==> src/rtl/ariane_axi_soc.sv <==
// AXI4 master-port request/response types of the SoC crossbar, shared by every
// initiator that connects to it.
package ariane_axi_soc;

  localparam int unsigned AddrWidth = 64;
  localparam int unsigned DataWidth = 64;
  localparam int unsigned StrbWidth = DataWidth / 8;
  localparam int unsigned IdWidth   = 4;
  localparam int unsigned UserWidth = 1;

  typedef logic [AddrWidth-1:0] addr_t;
  typedef logic [DataWidth-1:0] data_t;
  typedef logic [StrbWidth-1:0] strb_t;
  typedef logic [IdWidth-1:0]   id_t;
  typedef logic [UserWidth-1:0] user_t;

  typedef struct packed {
    id_t         id;
    addr_t       addr;
    logic [7:0]  len;
    logic [2:0]  size;
    logic [1:0]  burst;
    logic        lock;
    logic [3:0]  cache;
    logic [2:0]  prot;
    logic [3:0]  qos;
    logic [3:0]  region;
    logic [5:0]  atop;
    user_t       user;
  } aw_chan_t;

  typedef struct packed {
    data_t data;
    strb_t strb;
    logic  last;
    user_t user;
  } w_chan_t;

  typedef struct packed {
    id_t        id;
    logic [1:0] resp;
    user_t      user;
  } b_chan_t;

  typedef struct packed {
    id_t         id;
    addr_t       addr;
    logic [7:0]  len;
    logic [2:0]  size;
    logic [1:0]  burst;
    logic        lock;
    logic [3:0]  cache;
    logic [2:0]  prot;
    logic [3:0]  qos;
    logic [3:0]  region;
    user_t       user;
  } ar_chan_t;

  typedef struct packed {
    id_t        id;
    data_t      data;
    logic [1:0] resp;
    logic       last;
    user_t      user;
  } r_chan_t;

  typedef struct packed {
    aw_chan_t aw;
    logic     aw_valid;
    w_chan_t  w;
    logic     w_valid;
    logic     b_ready;
    ar_chan_t ar;
    logic     ar_valid;
    logic     r_ready;
  } req_t;

  typedef struct packed {
    logic    aw_ready;
    logic    ar_ready;
    logic    w_ready;
    logic    b_valid;
    b_chan_t b;
    logic    r_valid;
    r_chan_t r;
  } resp_t;

endpackage

==> src/rtl/axi_lite_master_bridge.sv <==
// Turns a single-outstanding req/gnt/rvalid memory port into single-beat
// AXI4-Lite transactions on an SoC master port; every AXI valid/ready is a flop.
module axi_lite_master_bridge
  import ariane_axi_soc::*;
#(
  parameter int unsigned AXI_ADDR_WIDTH = 64,
  parameter int unsigned AXI_DATA_WIDTH = 64,
  parameter int unsigned AXI_ID_WIDTH   = 4,
  parameter int unsigned AXI_ID         = 0
) (
  input  logic                        clk_i,
  input  logic                        rst_ni,
  input  logic                        req_i,
  input  logic                        we_i,
  input  logic [AXI_ADDR_WIDTH-1:0]   addr_i,
  input  logic [AXI_DATA_WIDTH-1:0]   wdata_i,
  input  logic [AXI_DATA_WIDTH/8-1:0] be_i,
  output logic                        gnt_o,
  output logic                        rvalid_o,
  output logic [AXI_DATA_WIDTH-1:0]   rdata_o,
  output logic                        err_o,
  output ariane_axi_soc::req_t        axi_req_o,
  input  ariane_axi_soc::resp_t       axi_resp_i
);

  typedef enum logic [2:0] {
    IDLE,
    WR_ADDR_DATA,
    WR_RESP,
    RD_ADDR,
    RD_DATA,
    RESP
  } state_e;

  localparam logic [2:0] AXI_SIZE   = 3'($clog2(AXI_DATA_WIDTH / 8));
  localparam logic [1:0] BURST_INCR = 2'b01;

  state_e                        state_q;
  logic [AXI_ADDR_WIDTH-1:0]     addr_q;
  logic [AXI_DATA_WIDTH-1:0]     wdata_q;
  logic [AXI_DATA_WIDTH/8-1:0]   be_q;
  logic                          aw_valid_q, w_valid_q, aw_done_q, w_done_q;
  logic                          ar_valid_q, b_ready_q, r_ready_q;
  logic                          rvalid_q, err_q;
  logic [AXI_DATA_WIDTH-1:0]     rdata_q;

  logic aw_hs, w_hs, ar_hs, b_hs, r_hs;
  logic unused_resp;

  assign aw_hs = aw_valid_q & axi_resp_i.aw_ready;
  assign w_hs  = w_valid_q  & axi_resp_i.w_ready;
  assign ar_hs = ar_valid_q & axi_resp_i.ar_ready;
  assign b_hs  = b_ready_q  & axi_resp_i.b_valid;
  assign r_hs  = r_ready_q  & axi_resp_i.r_valid;

  assign unused_resp = ^{axi_resp_i.b.id, axi_resp_i.b.user, axi_resp_i.b.resp[0],
                         axi_resp_i.r.id, axi_resp_i.r.user, axi_resp_i.r.resp[0],
                         axi_resp_i.r.last};

  assign gnt_o    = req_i & (state_q == IDLE);
  assign rvalid_o = rvalid_q;
  assign rdata_o  = rdata_q;
  assign err_o    = err_q;

  // AW and W may complete in either order or together; each owns a done bit
  always_ff @(posedge clk_i or negedge rst_ni) begin
    if (!rst_ni) begin
      state_q    <= IDLE;
      addr_q     <= '0;
      wdata_q    <= '0;
      be_q       <= '0;
      aw_valid_q <= 1'b0;
      w_valid_q  <= 1'b0;
      aw_done_q  <= 1'b0;
      w_done_q   <= 1'b0;
      ar_valid_q <= 1'b0;
      b_ready_q  <= 1'b0;
      r_ready_q  <= 1'b0;
      rvalid_q   <= 1'b0;
      rdata_q    <= '0;
      err_q      <= 1'b0;
    end else begin
      case (state_q)
        IDLE: begin
          if (req_i) begin
            addr_q  <= addr_i;
            wdata_q <= wdata_i;
            be_q    <= be_i;
            if (we_i) begin
              aw_valid_q <= 1'b1;
              w_valid_q  <= 1'b1;
              aw_done_q  <= 1'b0;
              w_done_q   <= 1'b0;
              state_q    <= WR_ADDR_DATA;
            end else begin
              ar_valid_q <= 1'b1;
              state_q    <= RD_ADDR;
            end
          end
        end
        WR_ADDR_DATA: begin
          if (aw_hs) begin
            aw_valid_q <= 1'b0;
            aw_done_q  <= 1'b1;
          end
          if (w_hs) begin
            w_valid_q <= 1'b0;
            w_done_q  <= 1'b1;
          end
          if ((aw_done_q | aw_hs) && (w_done_q | w_hs)) begin
            b_ready_q <= 1'b1;
            state_q   <= WR_RESP;
          end
        end
        WR_RESP: begin
          if (b_hs) begin
            b_ready_q <= 1'b0;
            err_q     <= axi_resp_i.b.resp[1];
            rdata_q   <= '0;
            rvalid_q  <= 1'b1;
            state_q   <= RESP;
          end
        end
        RD_ADDR: begin
          if (ar_hs) begin
            ar_valid_q <= 1'b0;
            r_ready_q  <= 1'b1;
            state_q    <= RD_DATA;
          end
        end
        RD_DATA: begin
          if (r_hs) begin
            r_ready_q <= 1'b0;
            rdata_q   <= axi_resp_i.r.data;
            err_q     <= axi_resp_i.r.resp[1];
            rvalid_q  <= 1'b1;
            state_q   <= RESP;
          end
        end
        RESP: begin
          rvalid_q <= 1'b0;
          state_q  <= IDLE;
        end
        default: state_q <= IDLE;
      endcase
    end
  end

  always_comb begin
    axi_req_o          = '0;
    axi_req_o.aw.id    = AXI_ID_WIDTH'(AXI_ID);
    axi_req_o.aw.addr  = addr_q;
    axi_req_o.aw.size  = AXI_SIZE;
    axi_req_o.aw.burst = BURST_INCR;
    axi_req_o.aw_valid = aw_valid_q;
    axi_req_o.w.data   = wdata_q;
    axi_req_o.w.strb   = be_q;
    axi_req_o.w.last   = 1'b1;
    axi_req_o.w_valid  = w_valid_q;
    axi_req_o.b_ready  = b_ready_q;
    axi_req_o.ar.id    = AXI_ID_WIDTH'(AXI_ID);
    axi_req_o.ar.addr  = addr_q;
    axi_req_o.ar.size  = AXI_SIZE;
    axi_req_o.ar.burst = BURST_INCR;
    axi_req_o.ar_valid = ar_valid_q;
    axi_req_o.r_ready  = r_ready_q;
  end

endmodule

==> config.mk <==
export PLATFORM = sky130hd
export DESIGN_NAME = axi_lite_master_bridge
export DESIGN_NICKNAME = d
export VERILOG_FILES = /design/src/rtl/ariane_axi_soc.sv /design/src/rtl/axi_lite_master_bridge.sv
export SDC_FILE = /design/constraint.sdc
export NUM_CORES = 1
export LEC_CHECK = 0
export BUFFER_PORTS_ARGS = -buffer_cell sky130_fd_sc_hd__buf_2
export CAP_MARGIN = 25
export CORE_AREA = 2 2 225 227
export CTS_BUF_LIST = sky130_fd_sc_hd__clkbuf_4 sky130_fd_sc_hd__clkbuf_8
export DETAILED_ROUTE_END_ITERATION = 16
export DIE_AREA = 0 0 227 229
export HOLD_SLACK_MARGIN = 0.15
export PLACE_DENSITY = 0.45
export SETUP_SLACK_MARGIN = 0.5
export SYNTH_ARGS = -nofsm -noshare
export SYNTH_HDL_FRONTEND = slang
export SYNTH_SLANG_ARGS = --single-unit
==> constraint.sdc <==
create_clock -name clk_i -period 1.6 [get_ports clk_i]
set_input_delay 0.32 -clock clk_i [delete_from_list [all_inputs] [get_ports clk_i]]
set_output_delay 0.32 -clock clk_i [all_outputs]
set_load 0.01 [all_outputs]
==> flow_metrics.tcl, run 1 <==
set metrics [dict create \
    synth_area_leaders "dfrtp_1 58%, mux2_1 16%, buf_4 13%, a22o_1 6.1%, buf_6 0.99%" \
    rows 82 \
    grt_remaining_overflow 0 \
    ys.flop_type "dfrtp_1" \
    synth_top_cell_by_area "dfrtp_1" \
    vias 7786 \
    holdPathEnd "r_ready_q" \
    antenna_found_initial 1 \
    clkTransAtPathRegs_ns 0.06 \
    fp.coreArea_um2 49700 \
    yosys.area_share.adder 0 \
    setup_violations 137 \
    grt_pass1_vias 7929 \
    netlist_area_um2 9120 \
    p_leak_uw 0.00835 \
    ant_nets 0 \
    drv_slew 0 \
    ios 572 \
    synth_top_family_by_area "multiplexers" \
    timing.final.crit_share 1.23 \
    placed_cells 1742 \
    setup_ws_ns -0.371 \
    die_w_um 227 \
    hold_depth 5 \
    grt_start_max_net_pins 66 \
    crit_required_ns 2.03 \
    clkLatencyLatePin_ns 0.56 \
    first_pass_iters 4 \
    crit_path_end_kind "register" \
    cts_tree "yes" \
    clkSinkCount 212 \
    hpwl_um 19600 \
    clock-skew-final_ns 0.0195 \
    critPathKind "reg -> reg" \
    hold_class "in -> reg" \
    yosysSeqAreaShare 0.582 \
    ir_worst_vdd_uv 700 \
    die_area_um2 52000 \
    cts_buffer_depth 3 \
    muxShareOfSynthArea 0.170 \
    synthXorXnorAreaFrac 0 \
    pre_cts_slack_ns -0.0959 \
    antenna_cells 0 \
    cts-root-buf "clkbuf_8" \
    nets 1620 \
    gp_congestion 0.749 \
    synthArstFlopShare 1.00 \
    hold_viol_final 0 \
    synth_cells 660 \
    p_per_area_nw_per_um2 1820 \
    slowest_delay_ns 0.40 \
    drc 0 \
    finalHoldWorstSlack_ns 0.233 \
    drv_cap 0 \
    portBuffers 482 \
    period_needed_ns 1.97 \
    r2r_setup_slack_ns -0.37 \
    start_util 0.184 \
    cpMostUsedCell "buf_12" \
    synth_common_cells "212 x dfrtp_1, 157 x buf_4, 129 x mux2_1" \
    viasPerCell 3.73 \
    synthSimpleGateAreaFrac 0.0189 \
    rsz0062_at_grt "yes" \
    fmax_ghz 0.507 \
    yosysMostFrequentCell "dfrtp_1" \
    r2r-start "state_q[0]" \
    htree_num_levels 2 \
    track_usage 0.110 \
    wl_um 33400 \
    final_cells 2090 \
    critPathArrivalTime_ns 2.40 \
    path_cells "nor4b_4 > buf_12 > buf_4 > buf_12 > buf_16 > buf_12 > buf_12 > mux2_4" \
    synth_top_area_share 0.582 \
    area_growth_pct 80.6 \
    ys_types 33 \
    status "complete, but fails checks" \
    cp_max_fo 8 \
    yosys_warnings 0 \
    regToRegEndpoint "addr_q[40]" \
    drive_gt1_frac 0.563 \
    fillers 4936 \
    hold_start "axi_resp_i[82]" \
    drtIter0Drc 196 \
    avgSynthCellArea_um2 13.8 \
    die_h_um 229 \
    ys_ff_latch 212 \
    synth-compound-area-share 0.0812 \
    violations "setup timing" \
    start_kind "register" \
    cts_inserted_buffers 39 \
    cpMaxStageDelayCell "dfrtp_1" \
    wl_per_cell_um 16.0 \
    reg2regPathDepth 8 \
    grt_pass1_wl_um 44600 \
    synth_edf_count 0 \
]
-- worst max-delay path by stage --
stage / start / endpoint / depth (start not counted)
after floorplan: state_q[2] / wdata_q[41] / 5
after global placement: state_q[0] / addr_q[28] / 4
after detailed placement: state_q[0] / addr_q[31] / 4
after CTS: state_q[2] / gnt_o / 4
after global routing: state_q[0] / gnt_o / 4
final: state_q[0] / addr_q[40] / 8
-- state kept, by name, summed over array words and instances, names as in the netlist, 3 cells and up --
register / cells
addr_q: 64
wdata_q: 64
rdata_o: 64
state_q: 3
be_q: 8
-- layer usage --
metal / GRT usage / wire length [um] / part of all wire / vias up
met5: 0 / 16 / 0.00048 / -
met2: 0.190 / 16700 / 0.50 / 322
met3: 0.0334 / 2320 / 0.069 / 66
met4: 0.0366 / 958 / 0.029 / 2
met1: 0.128 / 13400 / 0.40 / 3830
li1: - / - / - / 3566
-- what timing repair did --
action,CTS,global route
pin swaps,1,3
endpoints found under the hold margin,421,0
setup buffers,13,44
gates resized for setup,105,135
hold buffers,209,0
endpoints found under the setup margin,484,484
cloned,5,14
-- stage by stage --
stage,area [um2],TNS (ns),utilization,total power (uW)
3_3_place_gp,11700,-4.75,0.236,19900
6_report,16500,-39.96,0.332,30100
5_1_grt,16500,-54.19,0.332,31900
4_1_cts,15300,-48.15,0.307,27800
2_1_floorplan,9450,0,-,16200
3_5_place_dp,11700,-10.11,0.236,20000
-- cells by family after synthesis --
family / count (synthesis)
simple gates: 32
mux: 138
flops: 212
buf+inv: 182
compound gates: 94
other cells: 2
-- report_power, final --
group          total, uW  internal [uW]  switching, uW
sequential          9990           8100           1890
clock               5420           3160           2270
combinational      14600           8560           6070
-- area by class of cell --
class	count	area [um2]	share of cell area
clock buffers	61	764	0.0464
flip-flops and latches	212	5310	0.322
inverters	4	15.0	0.000911
repair buffers	799	6200	0.377
well taps	672	841	0.0510
multi-input cells	340	3300	0.201
clock inverters	2	35.0	0.00213
-- critical path, delay by kind of cell, from the launching register on --
| kind | cells | cell delay (ns) |
|---|---|---|
| AND/OR/NAND/NOR | 1 | 0.33 |
| multiplexers | 1 | 0.30 |
| buffers and inverters | 6 | 0.82 |
| flip-flops | 1 | 0.40 |
-- cell usage in the layout, fill, tap and decap left out, drive strengths merged, types with 2 or more instances in the layout --
cell type,instances
buf,579
dfrtp,212
dlygate4sd3,209
mux2,136
conb,76
clkbuf,72
a22o,64
nand2,12
a21oi,10
nor2,10
a31oi,6
inv,4
o21ai,4
nor3,3
a21o,3
o22ai,2
mux2i,2
nand3,2
nand4b,2
(Power assumes the default switching activity.)
==> run 2, diff against run 1 <==
ABC_AREA = 1   (was not set)
CORE_AREA = 2 2 223 225   (was 2 2 225 227)
CTS_CLUSTER_DIAMETER = 50   (was not set)
DIE_AREA = 0 0 225 227   (was 0 0 227 229)
PLACE_DENSITY = 0.47   (was 0.45)
==> flow_metrics.tcl, run 2 <==
set metrics [dict create \
    p_leak_uw 0.0101 \
    tightest_slew_ns 0.694 \
    synth_area_leaders "dfrtp_1 56%, nand2_1 20%, buf_4 12%, o21ai_0 7.3%, clkbuf_1 1.1%" \
    p_per_area_nw_per_um2 736 \
    period_needed_ns 1.87 \
    drc 0 \
    regToRegEndpoint "addr_q[3]" \
    start_kind "register" \
    fmax_ghz 0.534 \
    synth_top_cell_by_area "dfrtp_1" \
    die_w_um 225 \
    crit_path_end_kind "register" \
    wl_um 42700 \
    utilization 0.385 \
    die_area_um2 51100 \
    ant_nets 0 \
    ios 572 \
    rsz0062_at_grt "yes" \
    design_area_um2 18700 \
    holdPathEnd "state_q[2]" \
    hold_class "in -> reg" \
    avgSynthCellArea_um2 8.64 \
    hpwl_um 23300 \
    die_h_um 227 \
    drive_gt1_frac 0.482 \
    layout_commonest_cell "nand2_1" \
    timing.final.crit_share 1.17 \
    yosysMostFrequentCell "nand2_1" \
    critPathKind "reg -> reg" \
    htree_num_levels 2 \
    r2r-start "state_q[1]" \
    track_usage 0.155 \
    multi_input_area_um2 3720 \
    placed_cells 2110 \
    cp_max_fo 7 \
    fillers 4755 \
    antenna_found_initial 3 \
    p_int_uw 10200 \
    crit_required_ns 2.05 \
    nets 2152 \
    drv_slew 0 \
    grt_remaining_overflow 0 \
    hold_viol_final 0 \
    start_util 0.197 \
    synth_common_cells "501 x nand2_1, 212 x dfrtp_1, 158 x buf_4" \
    synth_top_area_share 0.556 \
    critPathArrivalTime_ns 2.32 \
    clkTransAtPathRegs_ns 0.06 \
    rows 81 \
    total_power_uw 13800 \
    synthArstFlopShare 1.00 \
    power.share.sequential 0.414 \
    final_cells 2582 \
    vias 10321 \
    yosys_warnings 0 \
    regArea_um2 5310 \
    first_pass_iters 4 \
    p_sw_frac 0.259 \
    cts-root-buf "clkbuf_8" \
    p_sw_uw 3560 \
    cts_buffer_depth 3 \
    ys.flop_type "dfrtp_1" \
    yosysSeqAreaShare 0.556 \
    area_growth_pct 96.0 \
    mostFrequentLayoutCells "491 x nand2_1, 408 x buf_2, 208 x dlygate4sd3_1, 205 x dfrtp_1, 140 x buf_4" \
    ir_worst_vdd_uv 440 \
    grt_pass1_wl_um 59800 \
    p_clk_frac 0.446 \
    place_area_um2 12100 \
    synth_edf_count 0 \
    hold_start "axi_resp_i[72]" \
    setup_ws_ns -0.273 \
    drv_cap 0 \
    viasPerCell 4.00 \
    wl_per_cell_um 16.5 \
    clock-skew-final_ns 0.0271 \
    drtIter0Drc 332 \
    grt_start_max_net_pins 73 \
    hold_depth 5 \
    gp_congestion 0.755 \
    ys_ff_latch 212 \
    relSlewSlack 0.537 \
    ys_types 19 \
    r2r_setup_slack_ns -0.27 \
    clkLatencyLatePin_ns 0.59 \
    grt_pass1_vias 9946 \
    comb_power_share 0.139 \
    synth_cells 1105 \
    cts_tree "yes" \
    clkSinkCount 212 \
    pre_cts_slack_ns 0.0310 \
    cts_inserted_buffers 42 \
    violations "setup timing" \
    portBuffers 482 \
    netlist_area_um2 9550 \
    status "complete, but fails checks" \
    fp.coreArea_um2 48500 \
    reg2regPathDepth 11 \
    setup_violations 207 \
]
run 2: cell types whose count changed in the layout (fill, tap and decap cells not counted), moves of 11 or more:
| cell | change |
|---|---|
| a22o_1 | -64 |
| buf_16 | +21 |
| buf_2 | -39 |
| buf_4 | +82 |
| buf_6 | +39 |
| bufbuf_16 | +11 |
| mux2_4 | -131 |
| nand2_1 | +479 |
| o21ai_2 | +127 |
run 2: worst max path at each step:
stage          startpoint         end  slack, ns
6_report       state_q[1]   addr_q[3]      -0.27
2_1_floorplan  state_q[2]       gnt_o       0.23
3_3_place_gp   state_q[2]  wdata_q[4]       0.04
5_1_grt        state_q[1]       gnt_o      -0.36
3_5_place_dp   state_q[2]  wdata_q[4]       0.03
4_1_cts        state_q[2]       gnt_o      -0.35
run 2: power by group through the flow:
stage / registers (uW) / logic [uW] / clock network [uW]
finish: 5700 / 1920 / 6140
floorplan: 5820 / 542 / 0
detailed placement: 5750 / 1150 / 0
CTS: 5690 / 1670 / 6340
global placement: 5740 / 1140 / 0
global route: 5710 / 2080 / 6590
run 2: per-layer routing:
metal	vias up	GRT usage	wire [um]
met2	372	0.270	21500
met4	2	0.0502	1240
met3	69	0.0370	2370
met5	-	0	16
met1	4938	0.188	17600
li1	4940	-	-
run 2: kinds of logic (layout without fill, tap and decap cells):
kind of cell | count (synthesis) | count (layout) | share of synthesized area
DFF | 212 | 212 | 0.556
buffers and inverters | 218 | 996 | 0.155
other | 2 | 79 | 0.000786
AOI/OAI and AO/OA | 149 | 149 | 0.0781
and+or+nand+nor | 524 | 524 | 0.211
run 2: per-stage QoR:
stage,hold slack [ns],setup TNS (ns)
2_1_floorplan,0.0244,0
3_3_place_gp,0.279,0
3_5_place_dp,0.282,0
4_1_cts,0.130,-32.49
5_1_grt,0.177,-54.10
6_report,0.203,-37.52
run 2: area by class of cell:
type,instances,area share
repair buffers,910,0.422
flip-flops and latches,212,0.284
multi-input cells,749,0.199
well taps,622,0.0416
clock buffers,60,0.0415
clock inverters,13,0.00822
inverters,13,0.00301
diodes,3,0.000401
run 2: repair_timing:
| action | in CTS | in global routing |
|---|---|---|
| endpoints found under the setup margin | 484 | 484 |
| pin swaps | 13 | 53 |
| gates cloned | 38 | 2 |
| hold buffers | 208 | 0 |
| resized for setup | 307 | 127 |
| buffers inserted | 57 | 91 |
| endpoints found under the hold margin | 420 | 0 |
run 2: worst max-delay path, cell delays in order (launching register included):
cell	delay, ns
dfrtp_2	0.42
nor2_4	0.14
nand2_4	0.07
buf_4	0.13
buf_6	0.10
buf_6	0.10
buf_6	0.11
buf_12	0.14
buf_16	0.16
buf_16	0.16
o21ai_2	0.11
nand2_1	0.08
==> run 3, diff against run 2 <==
ABC_AREA = not set   (was 1)
CORE_AREA = 3 3 219 221   (was 2 2 223 225)
DIE_AREA = 0 0 222 224   (was 0 0 225 227)
PLACE_DENSITY = 0.48   (was 0.47)
SETUP_SLACK_MARGIN = 0.05   (was 0.5)
==> flow_metrics.tcl, run 3 (synthesis results as in run 1) <==
set metrics [dict create \
    r2r-start "state_q[0]" \
    vias 7582 \
    p_int_uw 17600 \
    hold_viol_final 0 \
    cts_inserted_buffers 40 \
    power.share.sequential 0.358 \
    design_area_um2 15600 \
    area_growth_pct 71.4 \
    total_power_uw 27100 \
    drv_cap 0 \
    die_area_um2 49700 \
    antenna_found_initial 1 \
    portBuffers 482 \
    r2r_setup_slack_ns -0.32 \
    grt_start_max_net_pins 54 \
    regToRegEndpoint "addr_q[50]" \
    crit_path_end_kind "primary output" \
    path_cells "nor4b_4 > buf_12 > buf_12 > buf_6" \
    critPathArrivalTime_ns 1.61 \
    clkTransAtPathRegs_ns 0.06 \
    period_needed_ns 1.93 \
    endpoint "gnt_o" \
    timing.final.crit_share 1.21 \
    grt_pass1_wl_um 45900 \
    worst-path-buf-inv 3 \
    start_kind "register" \
    wl_per_cell_um 15.1 \
    drive_gt1_frac 0.467 \
    first_pass_iters 4 \
    htree_num_levels 2 \
    die_h_um 224 \
    rsz0062_at_grt "yes" \
    reg2regPathDepth 6 \
    cts-root-buf "clkbuf_8" \
    cpMaxStageDelayCell "dfrtp_1" \
    start_util 0.197 \
    cts_buffer_depth 3 \
    p_sw_uw 9470 \
    crit_required_ns 1.28 \
    ios 572 \
    hpwl_um 19100 \
    drtIter0Drc 191 \
    critPathLaunch "state_q[0]" \
    critPathKind "reg -> out" \
    p_per_area_nw_per_um2 1730 \
    drv_slew 0 \
    comb_power_share 0.423 \
    utilization 0.337 \
    clock-skew-final_ns 0.0189 \
    ir_worst_vdd_uv 1050 \
    p_clk_frac 0.219 \
    rows 79 \
    violations "setup timing" \
    die_w_um 222 \
    p_leak_uw 0.00786 \
    cp_max_fo 2 \
    cp.depth 4 \
    wl_um 30300 \
    finalHoldWorstSlack_ns 0.243 \
    track_usage 0.116 \
    p_sw_frac 0.349 \
    ant_nets 0 \
    mostFrequentLayoutCells "478 x buf_2, 211 x dfrtp_1, 210 x dlygate4sd3_1, 122 x mux2_1, 76 x conb_1" \
    viasPerCell 3.78 \
    fp.coreArea_um2 46400 \
    layout_commonest_cell "buf_2" \
    pre_cts_slack_ns -0.0872 \
    clkLatencyLatePin_ns 0.56 \
    place_area_um2 11700 \
    slowest_delay_ns 0.41 \
    fmax_ghz 0.518 \
    drc 0 \
    grt_remaining_overflow 0 \
    cpMostUsedCell "buf_12" \
    grt_pass1_vias 7984 \
    nets 1592 \
    status "complete, but fails checks" \
    cts_tree "yes" \
    setup_violations 201 \
    clkSinkCount 212 \
    crit_family "flip-flops" \
    setup_ws_ns -0.330 \
    gp_congestion 0.731 \
    hold_class "in -> async" \
]
## run 3: metrics by stage
step	TNS [ns]	instances
after floorplan	0	734
after global placement	-1.18	1681
after detailed placement	-4.44	1681
after CTS	-59.54	1998
after global routing	-50.79	2006
final	-38.48	2006
## run 3: power by group through the flow
stage	Sequential, uW	Combinational, uW	Clock (uW)
2_1_floorplan	10900	5140	0
3_3_place_gp	9650	10100	0
3_5_place_dp	9700	10200	0
4_1_cts	9680	11300	6200
5_1_grt	10100	12300	6420
6_report	9710	11500	5940
## run 3: how the worst min path moves through the flow
stage | startpoint | to | cells past startpoint
after floorplan | rst_ni | addr_q[0] | 0
after global placement | rst_ni | addr_q[29] | 1
after detailed placement | rst_ni | addr_q[29] | 1
after CTS | rst_ni | addr_q[3] | 2
after global routing | rst_ni | addr_q[3] | 2
final | rst_ni | addr_q[3] | 2
## run 3: layer usage
metal | GRT usage | part of all wire | up-vias
li1 | - | - | 3527
met1 | 0.127 | 0.37 | 3686
met2 | 0.214 | 0.54 | 313
met3 | 0.0282 | 0.060 | 56
met4 | 0.0464 | 0.032 | 0
met5 | 0 | 0 | -
## run 3: what timing repair did
item                                    4_1_cts  5_1_grt
endpoints found under the setup margin      202      210
endpoints found under the hold margin       421        0
cloned                                       18        4
pin swaps                                     5       40
resized for setup                            35       36
buffers inserted                             18       10
hold buffers                                210        0
## run 3: area by class of cell
type | count | area [um2]
fillers | 4549 | 30700
flip-flops and latches | 212 | 5310
multi-input cells | 341 | 2820
clock inverters | 9 | 97.6
inverters | 4 | 15.0
diodes | 1 | 2.50
repair buffers | 769 | 5800
well taps | 607 | 759
clock buffers | 63 | 823
